`config.mk`:
```
export PLATFORM = sky130hd
export DESIGN_NAME = dmem_dump_ctrl
export DESIGN_NICKNAME = d
export VERILOG_FILES = /design/src/rtl/dmem_dump_ctrl.sv
export SDC_FILE = /design/constraint.sdc
export NUM_CORES = 1
export LEC_CHECK = 0
export ABC_AREA = 1
export BUFFER_PORTS_ARGS = -buffer_cell sky130_fd_sc_hd__buf_2
export CAP_MARGIN = 10
export CORE_ASPECT_RATIO = 1.1
export CORE_MARGIN = 3
export CORE_UTILIZATION = 48
export DETAILED_ROUTE_END_ITERATION = 12
export HOLD_SLACK_MARGIN = 0.08
export PLACE_DENSITY = 0.88
export SYNTH_ARGS = -nofsm -noshare
export SYNTH_HDL_FRONTEND = slang
export SYNTH_SLANG_ARGS = --single-unit
```
`constraint.sdc`:
```
create_clock -name i_clk -period 1.4 [get_ports i_clk]
set_input_delay 0 -clock i_clk [delete_from_list [all_inputs] [get_ports i_clk]]
set_output_delay 0 -clock i_clk [all_outputs]
set_load 0.01 [all_outputs]
```
`src/rtl/dmem_dump_ctrl.sv`:
```
// Debug-side sequencer that dumps the whole data memory, MSB byte first, over a valid/ready byte stream.
// Optional trailing XOR checksum byte enabled by defining DMEM_DUMP_CHECKSUM_EN.
module dmem_dump_ctrl #(
    parameter int B = 32,
    parameter int W = 5
) (
    input  logic         i_clk,
    input  logic         i_reset,
    input  logic         i_start,
    input  logic [B-1:0] i_debug_mem,
    input  logic         i_tx_ready,
    output logic [W-1:0] o_debug_addr,
    output logic [7:0]   o_tx_data,
    output logic         o_tx_valid,
    output logic         o_busy,
    output logic         o_done
);

    localparam int NB = B / 8;
    localparam int CW = (NB > 1) ? $clog2(NB) : 1;

    localparam logic [2:0] S_IDLE = 3'd0;
    localparam logic [2:0] S_READ = 3'd1;
    localparam logic [2:0] S_SEND = 3'd2;
    localparam logic [2:0] S_DONE = 3'd4;
`ifdef DMEM_DUMP_CHECKSUM_EN
    localparam logic [2:0] S_CHK  = 3'd3;
`endif

    logic [2:0]    state;
    logic [W-1:0]  addr;
    logic [B-1:0]  shift_reg;
    logic [CW-1:0] byte_cnt;
    logic          xfer;
    logic          last_byte;
    logic          last_addr;
`ifdef DMEM_DUMP_CHECKSUM_EN
    logic [7:0]    csum;
`endif

    assign xfer      = o_tx_valid && i_tx_ready;
    assign last_byte = (byte_cnt == CW'(NB - 1));
    assign last_addr = (addr == {W{1'b1}});

    // NOTE: state registers use non-blocking assignments so every flop samples pre-edge values.
    always_ff @(posedge i_clk or posedge i_reset) begin
        if (i_reset) begin
            state     <= S_IDLE;
            addr      <= '0;
            shift_reg <= '0;
            byte_cnt  <= '0;
`ifdef DMEM_DUMP_CHECKSUM_EN
            csum      <= '0;
`endif
        end else begin
            case (state)
                S_IDLE: begin
                    addr <= '0;
                    if (i_start) begin
                        state <= S_READ;
`ifdef DMEM_DUMP_CHECKSUM_EN
                        csum  <= '0;
`endif
                    end
                end
                S_READ: begin
                    shift_reg <= i_debug_mem;
                    byte_cnt  <= '0;
                    state     <= S_SEND;
                end
                S_SEND: begin
                    if (xfer) begin
                        shift_reg <= shift_reg << 8;
                        byte_cnt  <= byte_cnt + CW'(1);
`ifdef DMEM_DUMP_CHECKSUM_EN
                        csum      <= csum ^ shift_reg[B-1 -: 8];
`endif
                        if (last_byte) begin
                            // The final-address test ends the walk, so the address never wraps.
                            if (last_addr) begin
`ifdef DMEM_DUMP_CHECKSUM_EN
                                state <= S_CHK;
`else
                                state <= S_DONE;
`endif
                            end else begin
                                addr  <= addr + W'(1);
                                state <= S_READ;
                            end
                        end
                    end
                end
`ifdef DMEM_DUMP_CHECKSUM_EN
                S_CHK: begin
                    if (xfer) state <= S_DONE;
                end
`endif
                S_DONE: begin
                    addr  <= '0;
                    state <= S_IDLE;
                end
                default: state <= S_IDLE;
            endcase
        end
    end

    // Outputs decode straight from state so they hold steady while the sink stalls.
`ifdef DMEM_DUMP_CHECKSUM_EN
    assign o_tx_valid = (state == S_SEND) || (state == S_CHK);
    assign o_tx_data  = (state == S_SEND) ? shift_reg[B-1 -: 8] :
                        (state == S_CHK)  ? csum : 8'h00;
`else
    assign o_tx_valid = (state == S_SEND);
    assign o_tx_data  = (state == S_SEND) ? shift_reg[B-1 -: 8] : 8'h00;
`endif
    assign o_debug_addr = addr;
    assign o_busy       = (state != S_IDLE);
    assign o_done       = (state == S_DONE);

endmodule

```
Yosys cells after proc, flatten, opt, wreduce, memory -nomap -nowiden --
Cells that the tools add are included.
Operators by class: add/sub/neg operators 2, eq/ne operators 9, muxes and demuxes 14, reduce and logical (&&, ||, !) cells 9
Operators by type and width (number):
- one-hot mux 32 bit (2 select lines) | 1
- two-way mux 32 bit | 1
- two-way mux 5 bit | 3
- two-way mux 3 bit | 4
- one-hot mux 5 bit (2 select lines) | 1
- one-hot mux 3 bit (3 select lines) | 1
- two-way mux 8 bit | 1
- adder 5 x 1 -> 5 bit, second input constant | 1
- == test 5 bit, second input constant | 1
- != test 2 x 1 -> 1 bit, second input constant | 2
- != test 2 bit, second input constant | 2
- one-hot mux 2 bit (2 select lines) | 1
- AND reduction 4 bit | 1
- nonzero test 2 bit | 2
- == test 3 x 1 -> 1 bit, second input constant | 1
- == test 3 x 2 -> 1 bit, second input constant | 1
- == test 3 bit, second input constant | 1
- zero test 3 bit | 1
- AND reduction 3 bit | 1
- nonzero test 3 bit | 1
- adder 2 x 1 -> 2 bit, second input constant | 1
- == test 2 bit, second input constant | 1
- two-way mux 2 bit | 1
- AND reduction 2 bit | 1
- 2 further kinds | 2
Storage, ports and cells: bits in registers 42, input bits 36

Longest topological paths before layout --
Gate-level depths: netlist (run 1).
depth after elaboration 5, mapped depth 9

Least setup slack after synthesis (run 1) --
No wires, ideal clock.
path kind register to register, start point reg addr[0] (netlist: o_debug_addr[0]), end point reg addr[0] (netlist: o_debug_addr[0]), arrival 1.397 ns, required time 1.334 ns, path slack -0.063 ns, cell stages (with the launch flop) 10, path buffers 0, path through dfrtp_1 ha_1 nand2_1 nor2_1 ha_1 inv_1 nand3_1 nand2_1 nand2_1 nand2_1
On the way: longest elaborated chain between the ends 5, elaborated cells on any way between the ends 8, classes of those cells add/sub: 1; eq/ne: 2; mux: 4; reduce/logical: 1
Ends and longest elaborated chain:
- start, declared | line 31 | logic [W-1:0] addr;
- start signal, assigned | line 87 | addr <= addr + W'(1);
- adder 5 x 1 -> 5 bit | line 87
- two-way mux 5 bit | line 80 | if (last_addr) begin
- two-way mux 5 bit | line 78 | if (last_byte) begin
- two-way mux 5 bit | line 72 | if (xfer) begin
- one-hot mux 5 bit (2 select lines) | line 56 | case (state)
Parallel ways exist; a longest one is shown, timed or not. The select of a mux whose other input is x is not followed. A chain may end at the register's enable or synchronous reset.

Worst setup path after layout (run 1) --
start point reg state[2], end point reg shift_reg[17]
On the way: longest elaborated chain between the ends 4, elaborated cells on any way between the ends 7, classes of those cells eq/ne: 3; mux: 1; reduce/logical: 3
Ends and longest elaborated chain:
- start, declared | line 30 | logic [2:0] state;
- start signal, assigned | line 48 | state <= S_IDLE;
- start signal, assigned | line 60 | state <= S_READ;
- start signal, assigned | line 69 | state <= S_SEND;
- == test 3 x 2 -> 1 bit | line 56, 113
- logical AND 1 bit | line 41 | assign xfer = o_tx_valid && i_tx_ready;
- != test 2 x 1 -> 1 bit (no line)
- AND reduction 2 bit (no line)
- end signal, assigned | line 67 | shift_reg <= i_debug_mem;
- end signal, assigned | line 73 | shift_reg <= shift_reg << 8;
- end, declared | line 32 | logic [B-1:0] shift_reg;
Parallel ways exist; a longest one is shown, timed or not.

==> results of run 1 <==
-- cell type report --
class,instances,area share
Timing Repair Buffer,112,0.2669
Tap cell,52,0.02012
Multi-Input combinational cell,214,0.3161
Timing Repair inverter,2,0.005416
Clock buffer,7,0.02669
Sequential cell,42,0.3257
Inverter,27,0.03752
Clock inverter,1,0.001547
-- power groups by stage --
stage | clock (mW) | sequential (mW) | combinational [mW]
finish | 0.807 | 2.04 | 3.47
CTS | 0.813 | 1.96 | 2.54
detailed placement | 0 | 1.98 | 2.42
floorplan | 0 | 1.94 | 1.84
global route | 0.876 | 2.10 | 3.84
global placement | 0 | 1.95 | 2.33
-- cell usage after synthesis --
master and count:
buf_2 5, nand3_1 10, nor2_2 1, nor3_4 1, inv_1 23, ha_1 3
nand3b_1 1, inv_2 2, dfrtp_1 42, clkinv_1 1, clkbuf_1 1, inv_4 1
o21ai_0 17, nand2_2 1, buf_4 2, nand2_1 160, buf_6 3, nor2_1 16
nand2_4 1, a21oi_1 1, nor3_1 1
-- cell families (layout without fill, tap and decap cells) --
| group | Yosys count | count (layout) |
|---|---|---|
| buffers and inverters | 38 | 149 |
| and+or+nand+nor | 192 | 193 |
| adders and majority gates | 3 | 3 |
| DFF | 42 | 42 |
| AOI/OAI and AO/OA | 18 | 18 |
-- worst max-delay path, cell delays in order, from the launching register on --
cell     delay, ps
dfrtp_1        420
inv_2          140
nand2_2         90
nor2_4         190
nand2_4        120
nand2_8        120
buf_6          130
nand2_1         90
nand2_1         90
-- stage by stage --
stage | TNS [ps] | setup WS, ps | power [mW] | utilization | hold slack, ps
CTS | 0 | 12.29 | 5.310 | 0.7129 | 82.51
floorplan | 0 | 14.93 | 3.778 | - | 121.0
detailed placement | 0 | 29.61 | 4.402 | 0.6049 | 50.28
finish | -327.0 | -59.97 | 6.324 | 0.7862 | 86.18
global placement | 0 | 83.41 | 4.285 | 0.6049 | 49.83
global route | -3503 | -131.2 | 6.813 | 0.7862 | 128.9
-- per-layer routing --
| layer | global-route usage | vias to the layer above | share of wire |
|---|---|---|---|
| li1 | - | 1114 | - |
| met1 | 0.2441 | 996 | 0.38 |
| met2 | 0.4004 | 85 | 0.53 |
| met3 | 0.05277 | 16 | 0.057 |
| met4 | 0.08243 | 0 | 0.029 |
| met5 | 0 | - | 0 |
-- final timing paths --
check	from	end	slack [ps]	cells after the start
worst max-delay path	state[2]	shift_reg[17]	-60	8
worst min-delay path	i_start	state[0]	90	4
worst max register to register	state[2]	shift_reg[17]	-60	8
worst min register to register	shift_reg[14]	shift_reg[14]	470	2
max in group asynchronous	i_reset	shift_reg[0]	530	4
min in group asynchronous	i_reset	shift_reg[17]	290	3
-- what timing repair did --
action                     in CTS  in global routing
hold buffers                   34                  0
hold endpoints to repair       54                  0
buffers inserted                0                 10
setup endpoints to repair      13                 48
pin swaps                       0                  6
gates resized for setup         3                 50
cloned                          0                  5
==> flow_metrics.tcl, run 1 <==
set metrics [dict create \
    synth_top_area_cell "dfrtp_1" \
    rsz0062_at_grt "yes" \
    wl_per_cell_um 13.89 \
    stdcell_count 457 \
    synth_top_family_by_area "simple AND/OR/NAND/NOR gates" \
    syn_inst 293 \
    htree_num_levels 2 \
    grt-ovfl-total 0 \
    insertion_delay_ps 300 \
    placed_cells 400 \
    synth.avg_cell_area_um2 7.247 \
    antenna_found_initial 0 \
    power_switching_mw 2.759 \
    ys_seq_area_frac 0.4950 \
    skew_ps 7.291 \
    synthXorXnorAreaFrac 0 \
    hold_viol 0 \
    synth_area_um2 2123 \
    drtIter0Drc 210 \
    violations "setup timing" \
    grt_pass1_vias 1974 \
    synth_seq_cells 42 \
    globalRouteTotalUtil 0.2157 \
    p_per_area_nw_per_um2 1955 \
    final_common_cell "nand2_1" \
    fmax_ghz 0.6849 \
    cts_tree "done" \
    final_area_um2 3234 \
    place_area_um2 2489 \
    gp_congestion 0.7899 \
    dieHeight_um 75.76 \
    ir_drop_uv 1174 \
    pwr-share-seq 0.323 \
    area_growth_pct 52.33 \
    largest_reg_flops 32 \
    clockBufferDepth 2 \
    cts_made_buffers 5 \
    initial_core_util 0.5161 \
    grt_max_degree 26 \
    rows 24 \
    n_fill_cell 261 \
    cp.arrival_ps 1700 \
    drc 0 \
    die-area_um2 5259 \
    io_pins 52 \
    dp_hpwl_um 3289 \
    p_clk_frac 0.128 \
    ff_latch_area_um2 1054 \
    timing.final.crit_share 1.043 \
    switching_share 0.4362 \
    num_antenna_cells 0 \
    drive_gt1_frac 0.3086 \
    outcome "finished, violations left" \
    synth.area.mux_share 0 \
    drtAntennaViolNets 0 \
    firstDrtPassIters 4 \
    layout_common_cells "147 x nand2_1, 52 x buf_2, 40 x dfrtp_1, 34 x dlygate4sd3_1, 19 x inv_1" \
    avgViaCountPerCell 4.838 \
    p_int_mw 3.566 \
    synth_nets 332 \
    cts_sinks 42 \
    hold_path.class "input port to flip-flop" \
    drv_slew 0 \
    root_buffer "clkbuf_8" \
    p_leak_nw 1.784 \
    die_x_um 69.42 \
    layout.nets 443 \
    crit_type "flip-flop to flip-flop" \
    multi_input_area_um2 1022 \
    core_area_um2 4114 \
    setup_viol 15 \
    min_period_ps 1460 \
    synthTopCellsByArea "dfrtp_1 49%, nand2_1 28%, inv_1 4.1%, o21ai_0 4.0%, nor2_1 2.8%" \
    netlist-cell-type-count 21 \
    port_buffers 51 \
    synth_top_area_frac 0.4950 \
    yosys_warnings 0 \
    grt_pass1_wl_um 8845 \
    tightestPinTransition_ps 741.4 \
    synth_compound_area_frac 0.04243 \
    vias 2211 \
    drv_cap 0 \
    synthAdderAreaFrac 0.01768 \
    slew_headroom 0.5027 \
    path_clk_slew_ps 80 \
    start_kind "flip-flop" \
    combPwrFrac 0.549 \
    cp_max_fo 8 \
    worst_setup_path_end_kind "flip-flop" \
    final.setup.worst_slack_ps -59.97 \
    yosys.area_share.simple 0.3595 \
    required_ps 1640 \
    wirelength_um 6349 \
]
(Power assumes the default switching activity.)
==> inputs of run 2 (changes only) <==
--- a/config.mk
+++ b/config.mk
@@ -5,7 +5,7 @@
 export SDC_FILE = /design/constraint.sdc
 export NUM_CORES = 1
 export LEC_CHECK = 0
-export ABC_AREA = 1
+export ABC_AREA = 0
 export BUFFER_PORTS_ARGS = -buffer_cell sky130_fd_sc_hd__buf_2
 export CAP_MARGIN = 10
 export CORE_ASPECT_RATIO = 1.1
==> flow_metrics.tcl, run 2 <==
set metrics [dict create \
    outcome "finished, violations left" \
    violations "setup timing" \
    layout.nets 349 \
    crit_type "flip-flop to flip-flop" \
    skew_ps 3.973 \
    cts_tree "done" \
    grt_pass1_vias 2091 \
    combPwrFrac 0.560 \
    setup_viol 50 \
    max_stage_delay_ps 440 \
    initial_core_util 0.5144 \
    rsz0062_at_grt "yes" \
    stdcell_count 363 \
    final_area_um2 3319 \
    r2r-start "state[0]" \
    die-area_um2 5207 \
    grt_max_degree 22 \
    synth_area_um2 2101 \
    path_clk_slew_ps 80 \
    p_per_area_nw_per_um2 1938 \
    n_fill_cell 222 \
    cp_slowest_cell "or3b_4" \
    synth_seq_cells 42 \
    synth_common_cells "42 x dfrtp_1, 34 x nand2_1, 16 x a211oi_1, 16 x a31oi_1, 14 x mux2_2" \
    hold_path.class "input port to flip-flop" \
    worstReg2RegEnd "byte_cnt[1]" \
    die_x_um 69.08 \
    drtAntennaViolNets 0 \
    p_clk_frac 0.122 \
    drc 0 \
    min_period_ps 1732 \
    fmax_ghz 0.5773 \
    clockBufferDepth 2 \
    syn_inst 194 \
    worst_setup_path_end_kind "flip-flop" \
    min_delay_worst_endpoint "shift_reg[25]" \
    drv_slew 0 \
    yosysMostFrequentCell "dfrtp_1" \
    grt-ovfl-total 0 \
    core_area_um2 4084 \
    ff_latch_area_um2 1051 \
    dp_hpwl_um 3604 \
    synth_edf_count 0 \
    drive_gt1_frac 0.4630 \
    synth.avg_cell_area_um2 10.83 \
    power_switching_mw 2.377 \
    placed_cells 310 \
    wl_per_cell_um 17.44 \
    gp_congestion 0.7498 \
    netlist-cell-type-count 32 \
    synth_nets 233 \
    avgViaCountPerCell 5.477 \
    synth_top_area_cell "dfrtp_1" \
    ys_seq_area_frac 0.5003 \
    required_ps 1590 \
    wirelength_um 6332 \
    pwr-share-seq 0.318 \
    cts_made_buffers 5 \
    hold_viol 0 \
    drtIter0Drc 118 \
    num_antenna_cells 0 \
    holdWs_ps 75.44 \
    synth_top_area_frac 0.5003 \
    timing.final.crit_share 1.237 \
    rows 24 \
    drv_cap 0 \
    final.setup.worst_slack_ps -332.3 \
    p_int_mw 4.054 \
    layout_common_cells "44 x buf_2, 42 x dfrtp_1, 33 x nand2_1, 33 x dlygate4sd3_1, 28 x buf_4" \
    firstDrtPassIters 4 \
    insertion_delay_ps 300 \
    tightestPinTransition_ps 416.9 \
    min_from "i_debug_mem[25]" \
    grt_pass1_wl_um 9970 \
    root_buffer "clkbuf_8" \
    final_common_cell "buf_2" \
    ir_drop_uv 1192 \
    io_pins 52 \
    dieHeight_um 75.39 \
    largest_reg_flops 32 \
    min_path_cells 3 \
    place_area_um2 2623 \
    cp.arrival_ps 1920 \
    r2r_slack_ps -330 \
    globalRouteTotalUtil 0.2470 \
    port_buffers 51 \
    cp_max_fo 4 \
    area_growth_pct 58.01 \
    vias 1988 \
    yosys_warnings 0 \
    htree_num_levels 2 \
    switching_share 0.3696 \
    synthTopCellsByArea "dfrtp_1 50%, mux2_2 7.5%, nand2_1 6.1%, a211oi_1 5.7%, a31oi_1 4.8%" \
    worstPathCellList "or3b_4 > inv_4 > buf_6 > buf_6 > buf_6 > nand2_4 > mux2_2" \
    p_leak_nw 1.572 \
    antenna_found_initial 0 \
    start_kind "flip-flop" \
    async_reset_ff_frac 1.000 \
    slew_headroom 0.7204 \
    yosys_most_used_dff "dfrtp_1" \
    cts_sinks 42 \
    cp_common_cell "buf_6" \
    multi_input_area_um2 1051 \
    r2r_cells 7 \
]
==> run 2: worst max-delay path by stage <==
stage | startpoint | slack (ps) | end | cells past startpoint
final | state[0] | -330 | byte_cnt[1] | 7
after global routing | state[0] | -370 | byte_cnt[1] | 7
after CTS | state[2] | -270 | shift_reg[25] | 4
after detailed placement | state[0] | -330 | shift_reg[25] | 4
after global placement | state[0] | -280 | shift_reg[29] | 4
after floorplan | state[0] | -440 | shift_reg[24] | 8
==> run 2: worst max-delay path: cells and delay by family (launching register included) <==
family,cells,cell delay [ps]
flops,1,400
buf+inv,4,450
simple gates,2,500
mux,1,280
==> run 2: what timing repair did <==
action,CTS,global route
pin swaps,9,18
gates resized for setup,21,17
hold endpoints to repair,74,0
hold buffers,33,0
setup buffers,6,6
cloned,1,0
endpoints found under the setup margin,50,50
==> run 2: power groups by stage <==
stage	clock network [mW]	registers (mW)	logic [mW]
floorplan	0	1.93	2.13
global placement	0	1.99	2.61
detailed placement	0	2.02	2.70
CTS	0.783	2.00	3.24
global route	0.840	2.10	3.86
finish	0.786	2.05	3.60
==> run 2: layout make-up <==
| cell class | count | share of cell area |
|---|---|---|
| Multi-Input combinational cell | 133 | 0.3166 |
| Clock buffer | 6 | 0.02186 |
| Inverter | 2 | 0.003015 |
| Tap cell | 52 | 0.01960 |
| Timing Repair Buffer | 126 | 0.3181 |
| Sequential cell | 42 | 0.3166 |
| Clock inverter | 2 | 0.004146 |
==> run 2: cells by family after synthesis <==
kind of cell / count (synthesis) / share of synthesized area
AND/OR/NAND/NOR: 58 / 0.1328
AO/OA/AOI/OAI: 50 / 0.1644
flip-flops: 42 / 0.5003
multiplexers: 22 / 0.1185
buffers and inverters: 19 / 0.06610
adder cells (fa/ha/maj): 3 / 0.01787
==> run 2: metrics by stage <==
step,total power [mW],utilization,setup WS [ps],TNS [ps]
2_1_floorplan,4.062,-,-437.4,-11210
3_3_place_gp,4.598,0.6422,-277.0,-7794
3_5_place_dp,4.724,0.6422,-327.4,-9411
4_1_cts,6.028,0.7849,-269.6,-8373
5_1_grt,6.795,0.8128,-365.5,-12390
6_report,6.432,0.8128,-332.3,-9845
==> run 2: metal layers <==
layer | routed length [µm] | track usage | vias up | share of wire
met1 | 2500 | 0.2743 | 974 | 0.39
met2 | 3402 | 0.4502 | 59 | 0.54
met3 | 246 | 0.04354 | 18 | 0.039
li1 | - | - | 937 | -
met5 | 0 | 0 | - | 0
met4 | 183 | 0.1540 | 0 | 0.029
==> inputs of run 3 (changes only) <==
--- a/config.mk
+++ b/config.mk
@@ -14,6 +14,8 @@
 export DETAILED_ROUTE_END_ITERATION = 12
 export HOLD_SLACK_MARGIN = 0.08
 export PLACE_DENSITY = 0.88
+export REMOVE_ABC_BUFFERS = 1
 export SYNTH_ARGS = -nofsm -noshare
 export SYNTH_HDL_FRONTEND = slang
 export SYNTH_SLANG_ARGS = --single-unit
+export TNS_END_PERCENT = 30
==> flow_metrics.tcl, run 3 (synthesized netlist as in run 2, its figures left out) <==
set metrics [dict create \
    cp.arrival_ps 1890 \
    area_growth_pct 52.59 \
    drive_gt1_frac 0.4178 \
    hold_viol 0 \
    cts_made_buffers 5 \
    crit_buf_inv 1 \
    ff_latch_area_um2 1051 \
    start_kind "flip-flop" \
    tightestPinTransition_ps 614.3 \
    finalSetupTns_ps -10820 \
    dp_hpwl_um 3492 \
    gp_congestion 0.8166 \
    cp_slowest_cell "or3b_4" \
    setup_viol 50 \
    final.setup.worst_slack_ps -305.7 \
    wirelength_um 5779 \
    initial_core_util 0.5144 \
    core_area_um2 4084 \
    largest_reg_flops 32 \
    antenna_found_initial 0 \
    grt_max_degree 30 \
    rsz0062_at_grt "yes" \
    multi_input_area_um2 979.7 \
    globalRouteTotalUtil 0.2333 \
    min_period_ps 1706 \
    skew_ps 8.198 \
    die_x_um 69.08 \
    cp_max_fo 12 \
    cts_tree "done" \
    vias 1964 \
    htree_num_levels 2 \
    drv_cap 0 \
    io_pins 52 \
    max_stage_delay_ps 440 \
    grt_pass1_vias 1966 \
    final_common_cell "buf_2" \
    violations "setup timing" \
    required_ps 1580 \
    worst_setup_path_end_kind "flip-flop" \
    drtIter0Drc 76 \
    insertion_delay_ps 300 \
    p_leak_nw 1.543 \
    grt_pass1_wl_um 9494 \
    layout.nets 342 \
    port_buffers 51 \
    slew_headroom 0.5898 \
    worstPathCellList "or3b_4 > buf_4 > mux2_2 > mux2_1" \
    root_buffer "clkbuf_8" \
    firstDrtPassIters 4 \
    outcome "finished, violations left" \
    crit_type "flip-flop to flip-flop" \
    hold_path.class "input port to asynchronous set/reset pin" \
    drtAntennaViolNets 0 \
    final_area_um2 3206 \
    ir_drop_uv 1053 \
    clockBufferDepth 2 \
    grt-ovfl-total 0 \
    drc 0 \
    p_per_area_nw_per_um2 1945 \
    rows 24 \
    crit_family "multiplexers" \
    wl_per_cell_um 16.23 \
    cts_sinks 42 \
    dieHeight_um 75.39 \
    n_fill_cell 235 \
    die-area_um2 5207 \
    path_clk_slew_ps 80 \
    num_antenna_cells 0 \
    utilization 0.7849 \
    timing.final.crit_share 1.218 \
    place_area_um2 2486 \
    fmax_ghz 0.5863 \
    avgViaCountPerCell 5.517 \
    drv_slew 0 \
    layout_common_cells "43 x buf_2, 42 x dfrtp_1, 35 x dlygate4sd3_1, 34 x nand2_1, 22 x buf_4" \
]
-- run 3: changes by cell type in the layout (fill, tap and decap cells not counted), moves of 2 or more --
cell,delta
buf_12,-2
nand3_2,-3
nand3_1,+3
a211oi_2,-2
mux2_2,-4
dlygate4sd3_1,+2
mux2_4,+3
a31oi_1,+2
buf_4,-6
a211oi_1,+2
-- run 3: final timing paths --
path                                 from             to  slack [ps]  depth (start not counted)
max                              state[2]  shift_reg[24]        -310                          4
min reg2reg                   byte_cnt[0]    byte_cnt[0]         490                          1
min in group i_clk         i_debug_mem[7]   shift_reg[7]         450                          3
max reg2reg                      state[2]  shift_reg[24]        -310                          4
min                               i_reset  shift_reg[24]         330                          3
max in group asynchronous         i_reset  shift_reg[25]         520                          4
-- run 3: cell type report --
class / instances / share of cell area
inverter: 2 / 0.003123
timing repair buffer: 119 / 0.3134
multi-input combinational: 133 / 0.3056
clock inverter: 2 / 0.003903
tap: 52 / 0.02030
sequential: 42 / 0.3279
clock buffer: 6 / 0.02576
-- run 3: stage by stage --
step	setup WS (ps)	cells	hold slack (ps)	total power, mW
3_3_place_gp	-245.3	302	104.3	4.383
3_5_place_dp	-285.1	302	101.9	4.497
2_1_floorplan	-1365	177	132.9	3.498
6_report	-305.7	356	325.8	6.236
4_1_cts	-274.6	354	329.9	5.813
5_1_grt	-352.7	356	396.6	6.611
-- run 3: metal layers --
layer  vias up  routed length (µm)  part of all wire  track usage
met4         0                 158             0.027       0.1063
met2        73                3101              0.54       0.4333
met1       954                2214              0.38       0.2630
li1        925                   -                 -            -
met3        12                 305             0.053      0.04881
met5         -                   0                 0            0
-- run 3: tightest hold or removal path: stages --
cell           delay, ps
dlygate4sd3_1        530
buf_2                120
inv_2                440
-- run 3: report_power, final --
group	internal [mW]	total, mW	switching, mW	leakage, nW
logic	1.94	3.41	1.48	0.986
registers	1.72	2.01	0.290	0.510
clock network	0.396	0.809	0.413	0.0472
total	4.06	6.24	2.18	1.54
-- run 3: timing repair --
item / CTS / global route
setup buffers: 8 / 1
endpoints found under the setup margin: 49 / 50
hold buffers: 35 / 0
pin swaps: 3 / 11
endpoints found under the hold margin: 62 / 0
gates resized for setup: 18 / 21
cloned: 1 / 1
